**src/rtl/io_rr_arbiter.sv**
```systemverilog
`default_nettype none
// ============================================================================
//  Module      : io_rr_arbiter
//  Description : Round-robin arbiter sharing the urisc I/O memory port between
//                N_REQ devices. One strobe/ack transaction at a time, with an
//                ack timeout so a silent memory cannot hang the bus.
//  Ports       : clk        - system clock, rising edge
//                rst        - asynchronous active-low reset
//                req        - per-device request level
//                req_dir    - per-device direction (1 = write, 0 = read)
//                req_addr   - packed per-device addresses
//                req_wdata  - packed per-device write data
//                gnt        - one-hot grant, high for the whole transaction
//                done       - one-cycle completion pulse to the granted device
//                err        - one-cycle timeout flag, coincident with done
//                rdata      - last read data, held until the next read
//                mem_*      - shared memory port (strobe/dir/addr/wdata out,
//                             rdata/ack in)
//  Revision    : 1.0 - initial release
// ============================================================================
module io_rr_arbiter #(
    parameter int N_REQ     = 2,
    parameter int WORD_SIZE = 64,
    parameter int TIMEOUT   = 255
) (
    input  logic                       clk,
    input  logic                       rst,
    input  logic [N_REQ-1:0]           req,
    input  logic [N_REQ-1:0]           req_dir,
    input  logic [N_REQ*WORD_SIZE-1:0] req_addr,
    input  logic [N_REQ*WORD_SIZE-1:0] req_wdata,
    output logic [N_REQ-1:0]           gnt,
    output logic [N_REQ-1:0]           done,
    output logic                       err,
    output logic [WORD_SIZE-1:0]       rdata,
    output logic                       mem_strobe,
    output logic                       mem_dir,
    output logic [WORD_SIZE-1:0]       mem_addr,
    output logic [WORD_SIZE-1:0]       mem_wdata,
    input  logic [WORD_SIZE-1:0]       mem_rdata,
    input  logic                       mem_ack
);

    localparam int          c_IDX_W  = (N_REQ > 1) ? $clog2(N_REQ) : 1;
    localparam int          c_CNT_W  = $clog2(TIMEOUT + 1);
    localparam int unsigned c_NREQ_U = N_REQ;

    typedef enum logic [1:0] {
        ST_IDLE = 2'd0,
        ST_BUSY = 2'd1,
        ST_DONE = 2'd2
    } state_t;

    state_t                 r_state,     w_state;
    logic [c_IDX_W-1:0]     r_ptr,       w_ptr;
    logic [c_IDX_W-1:0]     r_idx,       w_idx;
    logic [c_CNT_W-1:0]     r_cnt,       w_cnt;
    logic                   r_timedOut,  w_timedOut;
    logic [N_REQ-1:0]       r_gnt,       w_gnt;
    logic [N_REQ-1:0]       r_done,      w_done;
    logic                   r_err,       w_err;
    logic [WORD_SIZE-1:0]   r_rdata,     w_rdata;
    logic                   r_memStrobe, w_memStrobe;
    logic                   r_memDir,    w_memDir;
    logic [WORD_SIZE-1:0]   r_memAddr,   w_memAddr;
    logic [WORD_SIZE-1:0]   r_memWdata,  w_memWdata;
    logic [c_CNT_W-1:0]     w_cntInc;
    logic                   w_found;
    logic [c_IDX_W-1:0]     w_sel;

    // (base + off) mod N_REQ; both operands are already below N_REQ, so a
    // single conditional subtraction is enough.
    function automatic logic [c_IDX_W-1:0] wrapIdx(input int unsigned base,
                                                   input int unsigned off);
        int unsigned s;
        s = base + off;
        if (s >= c_NREQ_U) begin
            s = s - c_NREQ_U;
        end
        return s[c_IDX_W-1:0];
    endfunction

    // Round-robin pick: first set request scanning upward from r_ptr with
    // wrap-around.
    always_comb begin
        w_found = 1'b0;
        w_sel   = '0;
        for (int i = 0; i < N_REQ; i++) begin
            if (!w_found && req[wrapIdx(32'(r_ptr), 32'(i))]) begin
                w_found = 1'b1;
                w_sel   = wrapIdx(32'(r_ptr), 32'(i));
            end
        end
    end

    always_comb begin
        w_state     = r_state;
        w_ptr       = r_ptr;
        w_idx       = r_idx;
        w_cnt       = r_cnt;
        w_timedOut  = r_timedOut;
        w_gnt       = r_gnt;
        w_done      = '0;
        w_err       = 1'b0;
        w_rdata     = r_rdata;
        w_memStrobe = r_memStrobe;
        w_memDir    = r_memDir;
        w_memAddr   = r_memAddr;
        w_memWdata  = r_memWdata;
        w_cntInc    = r_cnt + c_CNT_W'(1);

        case (r_state)
            ST_IDLE: begin
                if (w_found) begin
                    w_idx        = w_sel;
                    w_memDir     = req_dir[w_sel];
                    w_memAddr    = req_addr[w_sel*WORD_SIZE +: WORD_SIZE];
                    w_memWdata   = req_wdata[w_sel*WORD_SIZE +: WORD_SIZE];
                    w_gnt        = '0;
                    w_gnt[w_sel] = 1'b1;
                    w_memStrobe  = 1'b1;
                    w_cnt        = '0;
                    w_timedOut   = 1'b0;
                    w_state      = ST_BUSY;
                end
            end
            ST_BUSY: begin
                w_cnt = w_cntInc;
                // Ack is tested first so an ack in the final allowed cycle
                // still completes cleanly instead of reporting a timeout.
                if (mem_ack) begin
                    w_memStrobe = 1'b0;
                    if (!r_memDir) begin
                        w_rdata = mem_rdata;
                    end
                    w_state = ST_DONE;
                end else if (w_cntInc == c_CNT_W'(TIMEOUT)) begin
                    w_memStrobe = 1'b0;
                    w_timedOut  = 1'b1;
                    w_state     = ST_DONE;
                end
            end
            ST_DONE: begin
                w_done  = r_gnt;
                w_err   = r_timedOut;
                w_gnt   = '0;
                w_ptr   = (r_idx == c_IDX_W'(N_REQ - 1)) ? '0 : r_idx + c_IDX_W'(1);
                w_state = ST_IDLE;
            end
            default: begin
                w_state = ST_IDLE;
            end
        endcase
    end

    always_ff @(posedge clk or negedge rst) begin
        if (!rst) begin
            r_state     <= ST_IDLE;
            r_ptr       <= '0;
            r_idx       <= '0;
            r_cnt       <= '0;
            r_timedOut  <= 1'b0;
            r_gnt       <= '0;
            r_done      <= '0;
            r_err       <= 1'b0;
            r_rdata     <= '0;
            r_memStrobe <= 1'b0;
            r_memDir    <= 1'b0;
            r_memAddr   <= '0;
            r_memWdata  <= '0;
        end else begin
            r_state     <= w_state;
            r_ptr       <= w_ptr;
            r_idx       <= w_idx;
            r_cnt       <= w_cnt;
            r_timedOut  <= w_timedOut;
            r_gnt       <= w_gnt;
            r_done      <= w_done;
            r_err       <= w_err;
            r_rdata     <= w_rdata;
            r_memStrobe <= w_memStrobe;
            r_memDir    <= w_memDir;
            r_memAddr   <= w_memAddr;
            r_memWdata  <= w_memWdata;
        end
    end

    assign gnt        = r_gnt;
    assign done       = r_done;
    assign err        = r_err;
    assign rdata      = r_rdata;
    assign mem_strobe = r_memStrobe;
    assign mem_dir    = r_memDir;
    assign mem_addr   = r_memAddr;
    assign mem_wdata  = r_memWdata;

endmodule
`default_nettype wire
```
**config.mk**
```make
export PLATFORM = sky130hd
export DESIGN_NAME = io_rr_arbiter
export DESIGN_NICKNAME = d
export VERILOG_FILES = /design/src/rtl/io_rr_arbiter.sv
export SDC_FILE = /design/constraint.sdc
export NUM_CORES = 1
export LEC_CHECK = 0
export ABC_AREA = 0
export BUFFER_PORTS_ARGS = -buffer_cell sky130_fd_sc_hd__buf_2
export CORE_AREA = 2 2 207 209
export CTS_CLUSTER_SIZE = 28
export DETAILED_ROUTE_END_ITERATION = 16
export DIE_AREA = 0 0 209 211
export GPL_TIMING_DRIVEN = 0
export PLACE_DENSITY = 0.54
export SKIP_CTS_REPAIR_TIMING = 1
export SYNTH_ARGS = -nofsm -noshare
export SYNTH_HDL_FRONTEND = slang
export SYNTH_SLANG_ARGS = --single-unit
```
**constraint.sdc**
```tcl
create_clock -name clk -period 5.36 [get_ports clk]
set_clock_uncertainty 0.15 [all_clocks]
set_input_delay 0.804 -clock clk [delete_from_list [all_inputs] [get_ports clk]]
set_output_delay 0.804 -clock clk [all_outputs]
set_load 0.02 [all_outputs]
```
-- After elaboration in Yosys (flattened, before gate mapping)
Cells that the tools add are included.
- output and inout port bits: 199
- register bits: 212
- input port bits: 327
- eq/ne operators: 7
- add/sub/neg operators: 5
- reduce and logical (&&, ||, !) cells: 13
- shift-type cells: 2
- order comparisons: 6
- bitwise logic cells: 1
- muxes and demuxes: 33
- operators by type and width (cell ; count):
    indexed part select 128 x 8 -> 64 bit ; 2
    two-way mux 1 bit ; 21
    one-hot mux 8 bit (2 select lines) ; 1
    two-way mux 2 bit ; 5
    adder 8 x 1 -> 8 bit, second input constant ; 1
    == test 8 bit, second input constant ; 1
    two-way mux 8 bit ; 1
    one-hot mux 2 bit (2 select lines) ; 2
    AND reduction 2 bit ; 4
    less-than comparator 1 x 2 -> 1 bit, second input constant ; 3
    inequality test 2 bit, second input constant ; 3
    AND reduction 3 bit ; 2
    one-hot mux 1 bit (2 select lines) ; 2
    AND reduction 4 bit ; 1
    nonzero test 2 bit ; 2
    inequality test 3 bit, second input constant ; 1
    adder 1 x 1 -> 2 bit, second input constant ; 1
    == test 2 x 1 -> 1 bit, second input constant ; 1
    == test 2 bit, second input constant ; 1
    >= comparator 1 x 2 -> 1 bit, second input constant ; 1
    >= comparator 2 bit, second input constant ; 1
    logical AND 1 bit ; 2
    zero test 2 bit ; 1
    subtractor 1 bit, second input constant ; 2
    5 further kinds ; 5

-- Logic depth before layout (Yosys ltp)
Gate-level depths: netlist of run 1.
- depth after elaboration: 14
- mapped depth: 7
- mapped depth without buffers: 5

-- Worst setup path before layout of run 1
No wires, ideal clock.
- path type: input -> register
- start: input port req[1]
- end: register r_memAddr[0], in the netlist mem_addr[0]
- path buffers: 3
- data arrival time: 1685 ps
- slack: 3393 ps
- library setup time: 132 ps
- stages: 7
- cell sequence: nor2_1 > or3_4 > buf_6 > buf_6 > buf_6 > nand2_1 > o21ai_1
- longest elaborated chain between the ends: 7
- elaborated cells on any way between the ends: 12
- those cells by class: shift: 1; mux: 8; reduce/logical: 3
- RTL lines (what ; RTL line ; RTL):
    from (decl) ; 28 ; input logic [N_REQ-1:0] req,
    two-way mux 1 bit (implied by the code) (2 in series) ; 89 ; if (!w_found && req[wrapIdx(32'(r_ptr), 32'(i))]) begin
    two-way mux 1 bit ; 89 ;
    zero test 1 bit ; 89 ;
    logical AND 1 bit ; 89 ;
    two-way mux 1 bit ; 89 ;
    indexed part select 128 x 8 -> 64 bit / AND reduction 2 bit (equally long branches) ; n/a ;
    to (signal assigned) ; 183 ; r_memAddr <= w_memAddr;
    to (decl) ; 65 ; logic [WORD_SIZE-1:0] r_memAddr, w_memAddr;
Parallel ways exist; a longest one is shown, timed or not. The select of a mux whose other input is x is not followed.
A chain may end at the register's enable or synchronous reset.

-- Final worst setup path of run 1
- start: input port req[1]
- end: register r_memAddr[47], in the netlist mem_addr[47]
Same word-level chain as after synthesis.

==> reports/summary.txt, run 1 <==
Net Count, Synth - 1,117
Max Slew Vio Count - 0
vias in the first global route - 8,386
area post-placement - 12,600 um2
clock-pin slew of the registers on the worst-case setup and hold paths - 0.06 ns
RSZ-0062 raised after global routing - no
GRT overflow - 0
Initial Util - 22.1%
Sink Count - 212
Antenna Cells - 0
Max Used Layer - met5
GRT Total Usage - 14.4%
Final Instance Area - 13,400 um2
DR vias - 8,000
Sequential cell area - 5310 um2
CTS root buf - clkbuf_16
routability congestion estimate - 0.831
Post-DP HPWL - 26.1 mm
ys async rst share - 100%
largest net degree at the start of global routing - 114
footprint of the multi-input gates - 3530 um2
Critical Path Fanout Max - 10
crit path capture type - flop
Iteration-0 DRC Markers - 358
Final setup viols - 0
Routed WL - 33.1 mm
Final Hold Fails - 0
H-tree depth - 1
status - completed
Vias/cell - 4.23
Die ar. - 44,100 um2
Routed wire per std cell - 17.5 um
initial antenna violation count - 1
Layout area overhead - 44.6%
Post-Syn Area - 9240 um2
Port Buf Inserts - 525
drt drc - 0
fin crit share - 43.7%
first-pass GRT wire length - 49.1 mm
Hold Slack - 0.119 ns
DRT antenna net count - 0
drt pass-1 iters - 4
sequential-to-total area share from yosys stat - 57.4%
Post-Syn Area per Cell - 11.7 um2
Final Critical Period - 2.34 ns
ratio of cells with drive above 1 in the final layout - 49.4%
Max Buffers Root-to-Sink - 3
Die W - 209 um
most frequent cells in the layout - buf_2 (537), dfrtp_1 (212), nand2_1 (137)
Max-cap violations - 0
IR drop worst, VDD - 0.000211 V
CTS tree - done
LEAKAGE - 7.06 nW
Yosys top cell area share - 57.4%
yosys warns - 0
Post-synth EDFFs - 0
Core Area - 41,800 um2
Power Total - 8.13 mW
Worst Tran Pin Value - 1.24 ns
leading cell type in the layout, fill and taps excluded - buf_2
ys flop type - dfrtp_1
fill count - 4,387
DR WL met2 - 15.9 mm
WP data required - 5.56 ns
Tightest Hold Check Type - input port to asynchronous set/reset pin
PD cells - 609 nW/um2
Die Height - 211 um
nets@finish - 1,670
# IOs - 526
worst rel slew slack - 17.3%
Worst-Skew Late Latency - 0.52 ns
DRT met1 WL - 14.1 mm
dominant cells by area after synthesis - dfrtp_1 (57%), mux2i_1 (14%), mux2_2 (7.8%), nand2_1 (5.6%), o21ai_1 (4.4%)
f_max - 427 MHz
crit start category - input port
Yosys top cell by area - dfrtp_1
CP arrival - 2.54 ns
flops & latches, synth - 212
gate count after technology mapping - 788
Netlist cell types - 36
Rows - 75
Setup Crit Path Kind - input port to flop
total CTS buffers - 25
DR WL met3 - 2.07 mm
logic make-up (layout without fill, tap and decap cells):
family	Yosys count	in the layout	share of synthesized area, %
xor+xnor	2	2	0.190
simple gates	165	165	7.30
compound gates	155	155	8.68
flops	212	212	57.4
fa+ha+maj	2	2	0.271
buf+inv	59	624	4.33
mux	193	193	21.8
critical path, cell delays in order:
cell and delay [ns]:
buf_2 0.11, nor2_1 0.18, or3_4 0.19, buf_6 0.16, clkbuf_1 0.92, o21ai_1 0.17
sequential cells by signal, indices dropped and copies added (netlist names):
signal	count
r_state	2
mem_addr	64
r_cnt	8
rdata	64
done	2
mem_wdata	64
err	1
r_ptr	1
r_timedOut	1
mem_dir	1
gnt	2
r_idx	1
mem_strobe	1
per-stage QoR:
stage                     setup WS (ns)  TNS [ns]  utilization, %  std cells
after floorplan                    3.39         0               -        788
after global placement           -0.465    -91.18            30.0       1852
after detailed placement           2.42         0            30.1       1853
after CTS                          2.98         0            32.0       1892
after global routing               2.89         0            32.0       1892
final                              3.02         0            32.0       1892
synthesized netlist by cell type, types with 2 or more instances:
| cell type | count |
|---|---|
| mux2i_1 | 129 |
| buf_6 | 17 |
| nand4_1 | 2 |
| clkbuf_1 | 14 |
| nor3_1 | 2 |
| buf_4 | 6 |
| clkbuf_4 | 3 |
| inv_1 | 5 |
| mux2_2 | 64 |
| dfrtp_1 | 212 |
| nand3_1 | 2 |
| xnor2_1 | 2 |
| and2_1 | 3 |
| nand2_1 | 137 |
| o21ai_1 | 81 |
| o21ai_0 | 58 |
| o31ai_1 | 4 |
| buf_2 | 13 |
| a21oi_1 | 6 |
| ha_1 | 2 |
| nor2_1 | 11 |
final timing paths:
check / from / to / slack, ns / cells after the start
setup / recovery: req[1] / mem_addr[47]$_DFFE_PN0P_ / 3.02 / 6
hold reg to reg: r_idx$_DFFE_PN0P_ / r_ptr$_DFFE_PN0P_ / 0.29 / 1
setup reg to reg: r_state[1]$_DFFE_PN0P_ / mem_addr[47]$_DFFE_PN0P_ / 3.13 / 4
max in group asynchronous: rst / mem_wdata[13]$_DFFE_PN0P_ / 3.87 / 2
hold / removal: rst / rdata[62]$_DFFE_PN0P_ / 0.12 / 1
min in group clk: r_idx$_DFFE_PN0P_ / r_ptr$_DFFE_PN0P_ / 0.29 / 1
cell type report:
class / count / area share (%)
Buffer: 54 / 2.86
Clock buffer: 32 / 5.18
Clock inverter: 7 / 0.693
Inverter: 5 / 0.140
Multi-Input combinational cell: 517 / 26.4
Sequential cell: 212 / 39.7
Tap cell: 539 / 5.05
Timing Repair Buffer: 526 / 19.9
routing by layer:
layer,vias up,GRT usage (%)
met5,-,0
met4,2,5.20
met3,53,2.99
li1,3828,-
met2,360,25.1
met1,3757,17.7
power by group:
part | switching [mW] | internal (mW)
combinational | 2.36 | 1.35
sequential | 0.399 | 2.37
clock | 0.660 | 0.996
total | 3.42 | 4.72
(Power assumes the default switching activity.)
==> run 2: changes to the inputs <==
==> constraint.sdc (replaced) <==
create_clock -name clk -period 2.3 [get_ports clk]
set_clock_uncertainty 0.15 [all_clocks]
set_input_delay 0.345 -clock clk [delete_from_list [all_inputs] [get_ports clk]]
set_output_delay 0.345 -clock clk [all_outputs]
set_load 0.02 [all_outputs]
==> reports/summary.txt, run 2 (synthesis gave the netlist of run 1 again) <==
status - finished, violations left
failing checks - negative hold slack
largest net degree at the start of global routing - 114
nets@finish - 1,883
Die W - 209 um
crit path capture type - flop
GRT Total Usage - 14.4%
Iteration-0 DRC Markers - 476
Final setup viols - 0
PD cells - 1250 nW/um2
Worst Tran Pin Value - 0.850 ns
routability congestion estimate - 0.831
worst rel slew slack - 43.3%
initial antenna violation count - 0
crit start category - flop
area post-placement - 12,600 um2
drt drc - 0
DRT antenna net count - 0
GRT overflow - 0
first-pass GRT wire length - 49.1 mm
Core Area - 41,800 um2
Initial Util - 22.1%
CTS tree - done
Tightest Hold Check Type - input port to flop
leading cell type in the layout, fill and taps excluded - buf_2
fin crit share - 95.6%
Routed wire per std cell - 17.5 um
RSZ-0062 raised after global routing - no
Critical Path Fanout Max - 10
Routed WL - 36.9 mm
Die ar. - 44,100 um2
LEAKAGE - 7.96 nW
Worst path max stage delay - 0.55 ns
Setup Crit Path Kind - flop to flop
Hold Slack - -0.0352 ns
# IOs - 526
CP dominant cell by count - buf_2
WP buf/inv - 3
vias in the first global route - 8,386
Final TNS setup - 0 ns
Max Slew Vio Count - 0
H-tree depth - 1
fill count - 4,116
CP Cell Sequence - o21ai_1 > buf_2 > buf_2 > mux2i_1 > dlygate4sd3_1 > o21ai_0
Core Util, Final - 37.1%
Rows - 75
Final Hold Fails - 31
Die Height - 211 um
total CTS buffers - 25
DR vias - 9,103
Final Critical Period - 2.20 ns
Max-cap violations - 0
Sink Count - 212
Final Instance Area - 15,500 um2
f_max - 455 MHz
WP data required - 2.53 ns
clock-pin slew of the registers on the worst-case setup and hold paths - 0.06 ns
CTS root buf - clkbuf_16
Layout area overhead - 67.8%
Power Total - 19.3 mW
Max Buffers Root-to-Sink - 3
Critical-path top delay cell - dlygate4sd3_1
crit-path leading delay family - buffers and inverters
CP arrival - 2.43 ns
IR drop worst, VDD - 0.000499 V
Post-DP HPWL - 26.1 mm
ratio of cells with drive above 1 in the final layout - 42.7%
Port Buf Inserts - 525
most frequent cells in the layout - buf_2 (537), dlygate4sd3_1 (214), dfrtp_1 (212)
Worst-Skew Late Latency - 0.52 ns
drt pass-1 iters - 4
Vias/cell - 4.32
## run 2: layout make-up
| cell class | instances | area (um2) | share of cell area (%) |
|---|---|---|---|
| flip-flops and latches | 212 | 5310 | 34.2 |
| repair buffers | 740 | 4810 | 31.0 |
| multi-input cells | 517 | 3530 | 22.8 |
| clock buffers | 32 | 692 | 4.46 |
| well taps | 539 | 674 | 4.35 |
| plain buffers | 53 | 378 | 2.44 |
| clock inverters | 7 | 92.6 | 0.597 |
| inverters | 5 | 18.8 | 0.121 |
| diodes | 1 | 2.50 | 0.0161 |
## run 2: worst min-delay path, stage by stage
cell and delay (ns):
buf_2 0.07, mux2i_1 0.06, o21ai_1 0.12
## run 2: path summary, 6_finish.rpt
kind,from,to,slack (ns),cells after the start
setup / recovery,r_ptr$_DFFE_PN0P_,mem_wdata[19]$_DFFE_PN0P_,0.10,6
hold / removal,req_addr[24],mem_addr[24]$_DFFE_PN0P_,-0.04,3
setup reg to reg,r_ptr$_DFFE_PN0P_,mem_wdata[19]$_DFFE_PN0P_,0.10,6
hold reg to reg,r_idx$_DFFE_PN0P_,r_ptr$_DFFE_PN0P_,0.29,1
max in group asynchronous,rst,mem_wdata[13]$_DFFE_PN0P_,0.66,3
min in group asynchronous,rst,rdata[62]$_DFFE_PN0P_,0.25,2
## run 2: power by group
group	switching, mW	internal, mW
logic	5.59	3.38
clock network	1.55	2.32
registers	0.950	5.52
## run 2: stage by stage
step | instances | hold slack (ns) | setup slack, ns
after global routing | 2105 | -0.00727 | 0.00707
after detailed placement | 1853 | 0.283 | -0.176
after CTS | 1892 | -0.280 | -0.00581
after floorplan | 788 | -0.101 | 0.612
after global placement | 1852 | 0.280 | -3.07
final | 2106 | -0.0352 | 0.101
## run 2: per-layer routing
metal,global-route usage (%),vias to the layer above,wire (um)
li1,-,4256,-
met1,17.7,4279,14800
met2,25.1,456,18000
met3,2.99,112,2450
met4,5.20,0,1640
met5,0,-,0
